--- src/rtl/toggle_monitor.sv ---
// toggle_monitor: measures the interval between i_sig edges and tracks lock to a reference period.
// Define TOGGLE_MONITOR_SYNC_EN to add a 2-flop input synchroniser (output latency 3 instead of 1).
module toggle_monitor #(
  parameter int CNT_W  = 16,
  parameter int TOL    = 1,
  parameter int LOCK_N = 3
) (
  input  logic             i_clk,
  input  logic             i_rst,
  input  logic             i_sig,
  input  logic             i_clr,
  output logic [CNT_W-1:0] o_period,
  output logic             o_period_vld,
  output logic             o_locked,
  output logic             o_err,
  output logic [7:0]       o_err_cnt
);

  localparam int               MC_W    = $clog2(LOCK_N + 1);
  localparam logic [CNT_W-1:0] CNT_MAX = '1;
  localparam logic [CNT_W-1:0] TOL_V   = CNT_W'(TOL);
  localparam logic [MC_W-1:0]  LOCK_V  = MC_W'(LOCK_N);

  typedef enum logic [1:0] {IDLE, ACQ, TRAIN, LOCKED} state_t;

  state_t           state_q, state_d;
  logic             sig_s, sig_d;
  logic [CNT_W-1:0] cnt_q, ref_q, ref_d, diff;
  logic [MC_W-1:0]  mc_q, mc_d;
  logic             edge_det, sat, match, load_period, err_pulse;

`ifdef TOGGLE_MONITOR_SYNC_EN
  logic [1:0] sync_q;

  always_ff @(posedge i_clk or posedge i_rst) begin
    if (i_rst) sync_q <= '0;
    else       sync_q <= {sync_q[0], i_sig};
  end

  assign sig_s = sync_q[1];
`else
  assign sig_s = i_sig;
`endif

  assign edge_det = sig_s ^ sig_d;
  // An edge landing on the saturated count is still a valid measurement.
  assign sat      = (cnt_q == CNT_MAX) && !edge_det;
  assign diff     = (cnt_q >= ref_q) ? (cnt_q - ref_q) : (ref_q - cnt_q);
  assign match    = (diff <= TOL_V);

  always_comb begin
    // NOTE: every signal written here gets a default first, so no latch is inferred.
    state_d     = state_q;
    ref_d       = ref_q;
    mc_d        = mc_q;
    load_period = 1'b0;
    err_pulse   = 1'b0;
    if (edge_det) begin
      case (state_q)
        IDLE: state_d = ACQ;
        ACQ: begin
          ref_d       = cnt_q;
          mc_d        = '0;
          load_period = 1'b1;
          state_d     = TRAIN;
        end
        TRAIN: begin
          load_period = 1'b1;
          if (match) begin
            mc_d = mc_q + 1'b1;
            if (mc_d == LOCK_V) state_d = LOCKED;
          end else begin
            ref_d = cnt_q;
            mc_d  = '0;
          end
        end
        LOCKED: begin
          load_period = 1'b1;
          if (!match) begin
            err_pulse = 1'b1;
            ref_d     = cnt_q;
            mc_d      = '0;
            state_d   = TRAIN;
          end
        end
        default: state_d = IDLE;
      endcase
    end else if (sat && (state_q != IDLE)) begin
      state_d   = IDLE;
      err_pulse = (state_q == LOCKED);
    end
  end

  always_ff @(posedge i_clk or posedge i_rst) begin
    // NOTE: sequential state uses <= so every flop samples pre-edge values together.
    if (i_rst) begin
      state_q      <= IDLE;
      sig_d        <= 1'b0;
      cnt_q        <= '0;
      ref_q        <= '0;
      mc_q         <= '0;
      o_period     <= '0;
      o_period_vld <= 1'b0;
      o_locked     <= 1'b0;
      o_err        <= 1'b0;
      o_err_cnt    <= '0;
    end else begin
      state_q      <= state_d;
      sig_d        <= sig_s;
      ref_q        <= ref_d;
      mc_q         <= mc_d;
      if (edge_det)              cnt_q <= CNT_W'(1);
      else if (cnt_q != CNT_MAX) cnt_q <= cnt_q + 1'b1;
      if (load_period) o_period <= cnt_q;
      o_period_vld <= load_period;
      o_locked     <= (state_d == LOCKED);
      o_err        <= err_pulse;
      if (i_clr)                             o_err_cnt <= '0;
      else if (err_pulse && o_err_cnt != 8'hFF) o_err_cnt <= o_err_cnt + 1'b1;
    end
  end

endmodule

--- config.mk ---
export PLATFORM = sky130hd
export DESIGN_NAME = toggle_monitor
export DESIGN_NICKNAME = d
export VERILOG_FILES = /design/src/rtl/toggle_monitor.sv
export SDC_FILE = /design/constraint.sdc
export NUM_CORES = 1
export LEC_CHECK = 0
export CORE_MARGIN = 3
export CORE_UTILIZATION = 65
export DETAILED_ROUTE_END_ITERATION = 8
export PLACE_DENSITY = 0.88
export SYNTH_ARGS = -nofsm -noshare
export SYNTH_HDL_FRONTEND = slang
export SYNTH_SLANG_ARGS = --single-unit
--- constraint.sdc ---
create_clock -name i_clk -period 6.8 [get_ports i_clk]
set_clock_uncertainty 0.15 [all_clocks]
set_input_delay 1.7 -clock i_clk [delete_from_list [all_inputs] [get_ports i_clk]]
set_output_delay 1.7 -clock i_clk [all_outputs]
set_load 0.005 [all_outputs]
==> impl_summary.txt, run 1 <==
----------------------------------------------------
[Yosys]
  Number of nets produced by synthesis ... ~520
  Count of flip-flops with a built-in enable after synthesis ... 0
  Post-Syn Area ... 0.00454 mm2
  Share of the synthesized area in the top cell type ... 0.353
  Cells after synthesis ... 483
  Post-synthesis cell type count ... 62
  Count of warnings emitted by yosys ... 0
  Biggest area consumer among synthesized cells ... dfrtp_1
  Leading register cell type out of synthesis ... dfrtp_1
  Async SR Flop Fraction ... 1.00
  Register area share after synthesis ... 0.353
  Mapped Avg Cell Area ... 9.40 um2
  Synthesized flop and latch total ... 64
  Largest cells by area after synthesis ... dfrtp_1 (35%), ha_1 (9.4%), mux2_2 (4.5%)

[Setup path]
  Nature of the critical path startpoint ... flip-flop
  Crit-path cells ... inv_1 > ha_1 > inv_1 > fa_1 > a21oi_2 > o211ai_1 > a221oi_2 > o21ai_2 > a2111oi_2 > o21ai_1 > and3_4 > a31o_2 > or4_1 > o211a_1
  Destination of the critical timing path ... o_err_cnt[6]
  Reg-to-reg startpoint ... cnt_q[0]
  Worst setup path category ... reg2reg
  Most frequent cell on the critical path ... inv_1
  Critical-path cell with the highest stage delay ... or4_1
  Cell family contributing the most delay on the critical path ... compound AO/OA/AOI/OAI gates
  Critical Path Source ... cnt_q[0]
  Endpoint of the lowest-slack register-to-register path ... o_err_cnt[6]
  Maximum fanout along the worst path ... 16
  Critical path data arrival time ... ~4.2 ns
  Longest individual stage delay on the worst path ... between 0.5 and 0.6 ns
  CP Buf/Inv Count ... 2
  Count of cells along the worst register-to-register path ... 14
  Setup slack of the worst register-to-register path ... ~2.7 ns
  Crit path depth ... 14
  Type of element capturing the critical path ... flip-flop
  Data required, critical path ... 6.88 ns

[Place]
  Inst Count DP ... around 590
  Final HPWL from detailed placement ... ~7800 um
  Final weighted congestion in routability-driven placement ... 0.893
  Placement Setup Slack ... about 2.6 ns
  IO buf count ... 30

[Clock network]
  Clk slew on worst S/H paths ... roughly 0.07 ns
  Clock tree from TritonCTS ... built
  Buffer levels on the longest clock path ... 2
  Source-to-sink clock delay at the later pin of the worst-skew pair ... around 0.34 ns
  Number of clock sinks ... between 60 and 70
  Post-cts repair resize count ... 0
  Hold buffer count at cts ... 0
  Deepest level of the CTS H-tree ... 3
  Number of buffers inserted by post-CTS setup repair ... 0
  Clock root cell ... clkbuf_8
  CTS buffer count ... 9

[Timing]
  Post-layout minimum cycle time ... 4.15 ns
  Number of endpoints with negative hold slack in the final report ... 0
  Setup slack of the critical path after layout ... ~2.7 ns
  Unrepaired setup endpoints after global routing ... no
  Max-slew headroom at the worst pin ... 0.464
  Final setup vio count ... 0
  Final critical-path share of the clock period ... 0.610
  Number of max-slew violations in the final report ... 0
  Sum of negative setup slack ... 0 ns
  Transition time of the tightest slew-check pin ... 0.804 ns
  Fmax ... 241 MHz

[Pwr]
  Max IR drop VDD ... around 0.25 mV
  Total power density per cell area ... roughly 250 mW/mm2
  Switching share of power ... 0.341
  Gate power share ... 0.397
  Clk network pwr share ... 0.282
  Leak ... 2.31 nW
  Switching power summed over all nets ... about 0.00044 W
  Power share of the sequential group ... 0.321
  Internal power consumption ... between 0.0008 and 0.0009 W
  Power Total ... around 0.0013 W

[Routing]
  First-pass iteration count of the detailed router ... 5
  Number of design-rule violations left by the first detailed-router iteration ... 222
  Detailed-route wire length ... ~11000 um
  Antenna violation net count after detailed routing ... 0
  DRC Markers ... 0
  Total number of vias ... between 3000 and 4000
  Per-cell routed wire length ... between 15 and 20 um
  Mean number of vias per cell ... approximately 6.4

[Floorplan]
  Die Footprint ... between 0.008 and 0.009 mm2
  Horiz. Die Dim ... between 80 and 90 um
  Die Height ... 89.6 um
  Core area ... roughly 0.0066 mm2
  Cell row count ... 29
  Boundary Pins ... 31
  Initial standard-cell utilization of the core ... 0.691

[Finish]
  Layout cells sized above 1 ... 0.105
  Commonest cells after routing, fill and taps aside ... dfrtp_1 (64), inv_1 (45), a21oi_1 (36)
  Final-stage net count ... 547
  Post-layout instance count excluding filler cells ... around 600
  Commonest non-fill, non-tap cell in the layout ... dfrtp_1
  Multi-input gate area ... ~0.0026 mm2
  Final antenna diode count ... 0
  Sequential cell area ... roughly 0.0016 mm2
  Area growth from synthesis to layout ... 11.8%
  Filler Cell Count ... 426

[Global routing]
  Overflow after GRT ... 0
  First-pass GRT wire length ... 18300 um
  Global-route usage over all layers ... 0.296
  Pin count of the biggest net entering global routing ... between 60 and 70
  Antenna violations before repair ... 0
  Via count of the first global-routing pass ... roughly 3800

[Outcome]
  Run status ... finished, final reports clean

[Min path]
  Hold wc startpoint ... o_period[2]
  Type of the most critical hold path ... reg2reg

[Run]
  Max-Cap Viols ... 0

----------------------------------------------------
-- synthesized netlist by cell type (4+ instances only) --
| cell | number |
|---|---|
| mux2i_1 | 18 |
| a211oi_1 | 4 |
| a21oi_1 | 36 |
| nand3_1 | 15 |
| inv_1 | 46 |
| o21ai_0 | 18 |
| o21a_1 | 8 |
| xor2_1 | 5 |
| nand2_1 | 24 |
| clkbuf_1 | 8 |
| nand4_1 | 16 |
| o31ai_1 | 4 |
| buf_2 | 8 |
| or4_1 | 6 |
| a21o_1 | 13 |
| o2111ai_1 | 4 |
| ha_1 | 34 |
| or3_1 | 4 |
| and3_1 | 4 |
| nor2_1 | 33 |
| dfrtp_1 | 64 |
| xnor2_1 | 20 |
| nor3_1 | 7 |
| nor2b_1 | 5 |
| o21bai_1 | 4 |
| mux2_2 | 18 |
-- per-layer routing --
metal	wire (um)	GRT usage
met3	695	0.0620
met4	170	0.0839
met1	4780	0.402
met2	5340	0.481
met5	0	0
-- power groups by stage --
stage / clock network, W / logic (W) / registers [W]
2_1_floorplan: 0 / 0.000402 / 0.000415
3_3_place_gp: 0 / 0.000488 / 0.000418
3_5_place_dp: 0 / 0.000496 / 0.000420
4_1_cts: 0.000364 / 0.000500 / 0.000412
5_1_grt: 0.000381 / 0.000556 / 0.000415
6_report: 0.000362 / 0.000510 / 0.000413
-- cell type report --
type                       instances  share of cell area
clock inverter                     5              0.0158
clock buffer                      11              0.0279
inverter                          46              0.0340
sequential                        64               0.316
multi-input combinational        353               0.520
timing repair buffer              33              0.0636
tap                               93              0.0229
-- stage by stage --
step	instance area (um2)	utilization	hold WS [ns]
floorplan	4540	-	0.304
global placement	4850	0.739	0.320
detailed placement	4850	0.739	0.342
CTS	5080	0.773	0.357
global route	5080	0.773	0.380
finish	5080	0.773	0.355
-- worst register-to-register path, delay by kind of cell, from the launching register on --
family                     cells  cell delay, ns
AOI/OAI and AO/OA              8            1.87
and+or+nand+nor                2            0.75
adders and majority gates      2            0.60
DFF                            1            0.46
buffers and inverters          2            0.20
-- flip-flops by register name (all words and copies together), names as in the netlist --
register and cells:
o_locked 1, o_period 16, cnt_q 16, sig_d 1, state_q 2, o_err_cnt 8
mc_q 2, o_err 1, ref_q 16, o_period_vld 1
-- how the worst min path moves through the flow --
stage	end	slack, ns	depth (start not counted)
CTS	mc_q[1]	0.36	1
global placement	mc_q[1]	0.32	1
detailed placement	mc_q[1]	0.34	1
global route	o_period[12]	0.38	1
floorplan	mc_q[1]	0.30	1
finish	o_period[2]	0.36	1
-- kinds of logic (layout without fill, tap and decap cells) --
logic type,count (synthesis),in the layout,share of synthesized area
compound gates,124,124,0.190
xor+xnor,25,25,0.0482
fa+ha+maj,36,36,0.103
buf+inv,66,95,0.0653
flops,64,64,0.353
mux,37,37,0.0876
simple gates,131,131,0.153
Note: power is estimated with default switching activity, not from simulation.
==> run 2: changes to the inputs <==
--- a/config.mk
+++ b/config.mk
@@ -6,9 +6,9 @@
 export NUM_CORES = 1
 export LEC_CHECK = 0
 export CORE_MARGIN = 3
-export CORE_UTILIZATION = 65
+export CORE_UTILIZATION = 54
 export DETAILED_ROUTE_END_ITERATION = 8
-export PLACE_DENSITY = 0.88
+export PLACE_DENSITY = 0.78
 export SYNTH_ARGS = -nofsm -noshare
 export SYNTH_HDL_FRONTEND = slang
 export SYNTH_SLANG_ARGS = --single-unit
==> constraint.sdc (replaced) <==
create_clock -name i_clk -period 3.4 [get_ports i_clk]
set_clock_uncertainty 0.15 [all_clocks]
set_input_delay 0.85 -clock i_clk [delete_from_list [all_inputs] [get_ports i_clk]]
set_output_delay 0.85 -clock i_clk [all_outputs]
set_load 0.005 [all_outputs]
==> impl_summary.txt, run 2 (synthesis results as in run 1) <==
----------------------------------------------------
[Outcome]
  Run status ... finished with violations
  Violations in the final reports ... setup timing

[Setup path]
  Critical-path cell with the highest stage delay ... or4_4
  Setup slack of the worst register-to-register path ... -0.47 ns
  Endpoint of the lowest-slack register-to-register path ... state_q[0]
  Critical Path Source ... cnt_q[7]
  Data required, critical path ... about 3.5 ns
  Cell family contributing the most delay on the critical path ... compound AO/OA/AOI/OAI gates
  Worst setup path category ... reg2reg
  Maximum fanout along the worst path ... 7
  Reg-to-reg startpoint ... cnt_q[7]
  Nature of the critical path startpoint ... flip-flop
  Type of element capturing the critical path ... flip-flop
  CP Buf/Inv Count ... 3
  Crit-path cells ... inv_1 > ha_1 > a21oi_1 > o21ai_1 > a221oi_2 > o21ai_2 > or4_4 > o41ai_4 > and4_4 > buf_6 > nand3_4 > and2_4 > buf_4 > a2111oi_4
  Count of cells along the worst register-to-register path ... 14
  Longest individual stage delay on the worst path ... around 0.54 ns
  Critical path data arrival time ... between 3 and 4 ns

[Global routing]
  GR met3 Demand/Resource ... 0.0503
  Pin count of the biggest net entering global routing ... 39
  Global-route usage over all layers ... 0.334
  Via count of the first global-routing pass ... a little under 5000
  Met2 track demand over resource ... 0.567
  Met1 track demand over resource ... 0.416
  Layer with the highest usage after global routing ... met2
  First-pass GRT wire length ... 25500 um
  Antenna violations before repair ... 0
  Overflow after GRT ... 0

[Finish]
  Filler Cell Count ... 427
  Commonest cells after routing, fill and taps aside ... buf_4 (105), dfrtp_1 (63), inv_1 (42)
  Top flop regs ... cnt_q (16), o_period (16), ref_q (16)
  Area growth from synthesis to layout ... 38.8%
  Commonest non-fill, non-tap cell in the layout ... buf_4
  Final antenna diode count ... 0
  Layout cells sized above 1 ... 0.329
  Post-layout instance count excluding filler cells ... between 700 and 800
  Final-stage net count ... approximately 660

[Clock network]
  Clock tree from TritonCTS ... built
  Deepest level of the CTS H-tree ... 3
  Number of clock sinks ... 64
  Hold buffer count at cts ... 0
  CTS buffer count ... 9
  Clock root cell ... clkbuf_8
  Buffer levels on the longest clock path ... 2
  Clk slew on worst S/H paths ... around 0.09 ns
  Source-to-sink clock delay at the later pin of the worst-skew pair ... between 0.3 and 0.4 ns

[Floorplan]
  Die Footprint ... around 0.0095 mm2
  Core area ... 0.00793 mm2
  Initial standard-cell utilization of the core ... 0.573
  Cell row count ... 32
  Boundary Pins ... 31
  Die Height ... between 90 and 100 um
  Horiz. Die Dim ... between 90 and 100 um

[Place]
  Inst Count DP ... between 600 and 700
  Final HPWL from detailed placement ... between 9000 and 10000 um
  Placement Setup Slack ... -0.404 ns
  IO buf count ... 30
  Final weighted congestion in routability-driven placement ... ~0.9

[Min path]
  Cell count of the worst hold path ... 1
  Type of the most critical hold path ... reg2reg
  Hold wc startpoint ... o_period[10]
  Endpoint with the worst hold slack ... o_period[10]

[Routing]
  Number of design-rule violations left by the first detailed-router iteration ... just over 600
  Mean number of vias per cell ... between 6 and 7
  First-pass iteration count of the detailed router ... 5
  DRC Markers ... 0
  Detailed-route wire length ... between 15000 and 20000 um
  Total number of vias ... approximately 5000
  Antenna violation net count after detailed routing ... 0
  Per-cell routed wire length ... between 20 and 25 um

[Timing]
  Fmax ... between 200 and 300 MHz
  Final critical-path share of the clock period ... 1.14
  Final setup vio count ... 30
  Number of endpoints with negative hold slack in the final report ... 0
  Max-slew headroom at the worst pin ... 0.488
  Unrepaired setup endpoints after global routing ... yes
  Post-layout minimum cycle time ... 3.87 ns
  Transition time of the tightest slew-check pin ... roughly 0.77 ns
  Setup slack of the critical path after layout ... -0.471 ns
  Number of max-slew violations in the final report ... 0

[Pwr]
  Internal power consumption ... 0.00195 W
  Leak ... 2.93 nW
  Clk network pwr share ... 0.252
  Power share of the sequential group ... 0.270
  Gate power share ... 0.478
  Max IR drop VDD ... ~0.33 mV
  Switching share of power ... 0.357
  Total power density per cell area ... slightly below 500 mW/mm2
  Switching power summed over all nets ... about 0.0011 W

[Run]
  Max-Cap Viols ... 0

----------------------------------------------------
## run 2: cell types whose count changed in the layout (fill, tap and decap cells not counted), moves of 5 or more
cell and change:
buf_4 +102, or4_1 -6, a21oi_1 -5, buf_6 +10
or4_4 +6
## run 2: worst max path at each step
stage	endpoint	cells past startpoint
after detailed placement	o_err_cnt[7]	14
final	state_q[0]	14
after floorplan	ref_q[15]	15
after CTS	state_q[0]	16
after global placement	o_err_cnt[6]	14
after global routing	o_err_cnt[5]	14
## run 2: cell type report
class | instances | area [um2] | share of cell area
inverter | 46 | 173 | 0.0274
clock inverter | 6 | 92.6 | 0.0147
clock buffer | 10 | 128 | 0.0203
sequential | 64 | 1600 | 0.254
timing repair buffer | 147 | 1240 | 0.197
multi-input combinational | 354 | 2940 | 0.466
tap | 102 | 128 | 0.0203
## run 2: through the flow
step | total power [W] | instance area, um2 | hold WS, ns | utilization | TNS [ns]
after global placement | 0.00205 | 5680 | 0.316 | 0.717 | -5.13
after CTS | 0.00289 | 6150 | 0.350 | 0.775 | -5.23
after floorplan | 0.00165 | 4580 | 0.304 | - | -1.19
after global routing | 0.00317 | 6300 | 0.387 | 0.795 | -12.34
final | 0.00303 | 6300 | 0.379 | 0.795 | -10.64
after detailed placement | 0.00206 | 5680 | 0.332 | 0.717 | -7.73
## run 2: timing repair
| action | CTS | global route |
|---|---|---|
| setup endpoints to repair | 29 | 29 |
| resized for setup | 33 | 28 |
| pin swaps | 20 | 7 |
| buffers inserted | 11 | 3 |
| cloned | 1 | 0 |
## run 2: metal layers
metal,wire length [um],vias up
met5,0,-
met4,1200,0
met3,1890,130
met2,8120,411
met1,6480,2327
li1,-,2020
## run 2: power by group through the flow
| stage | combinational, W | sequential, W | clock (W) |
|---|---|---|---|
| 2_1_floorplan | 0.000817 | 0.000833 | 0 |
| 3_3_place_gp | 0.00122 | 0.000824 | 0 |
| 3_5_place_dp | 0.00124 | 0.000826 | 0 |
| 4_1_cts | 0.00134 | 0.000813 | 0.000737 |
| 5_1_grt | 0.00156 | 0.000820 | 0.000786 |
| 6_report | 0.00145 | 0.000817 | 0.000762 |
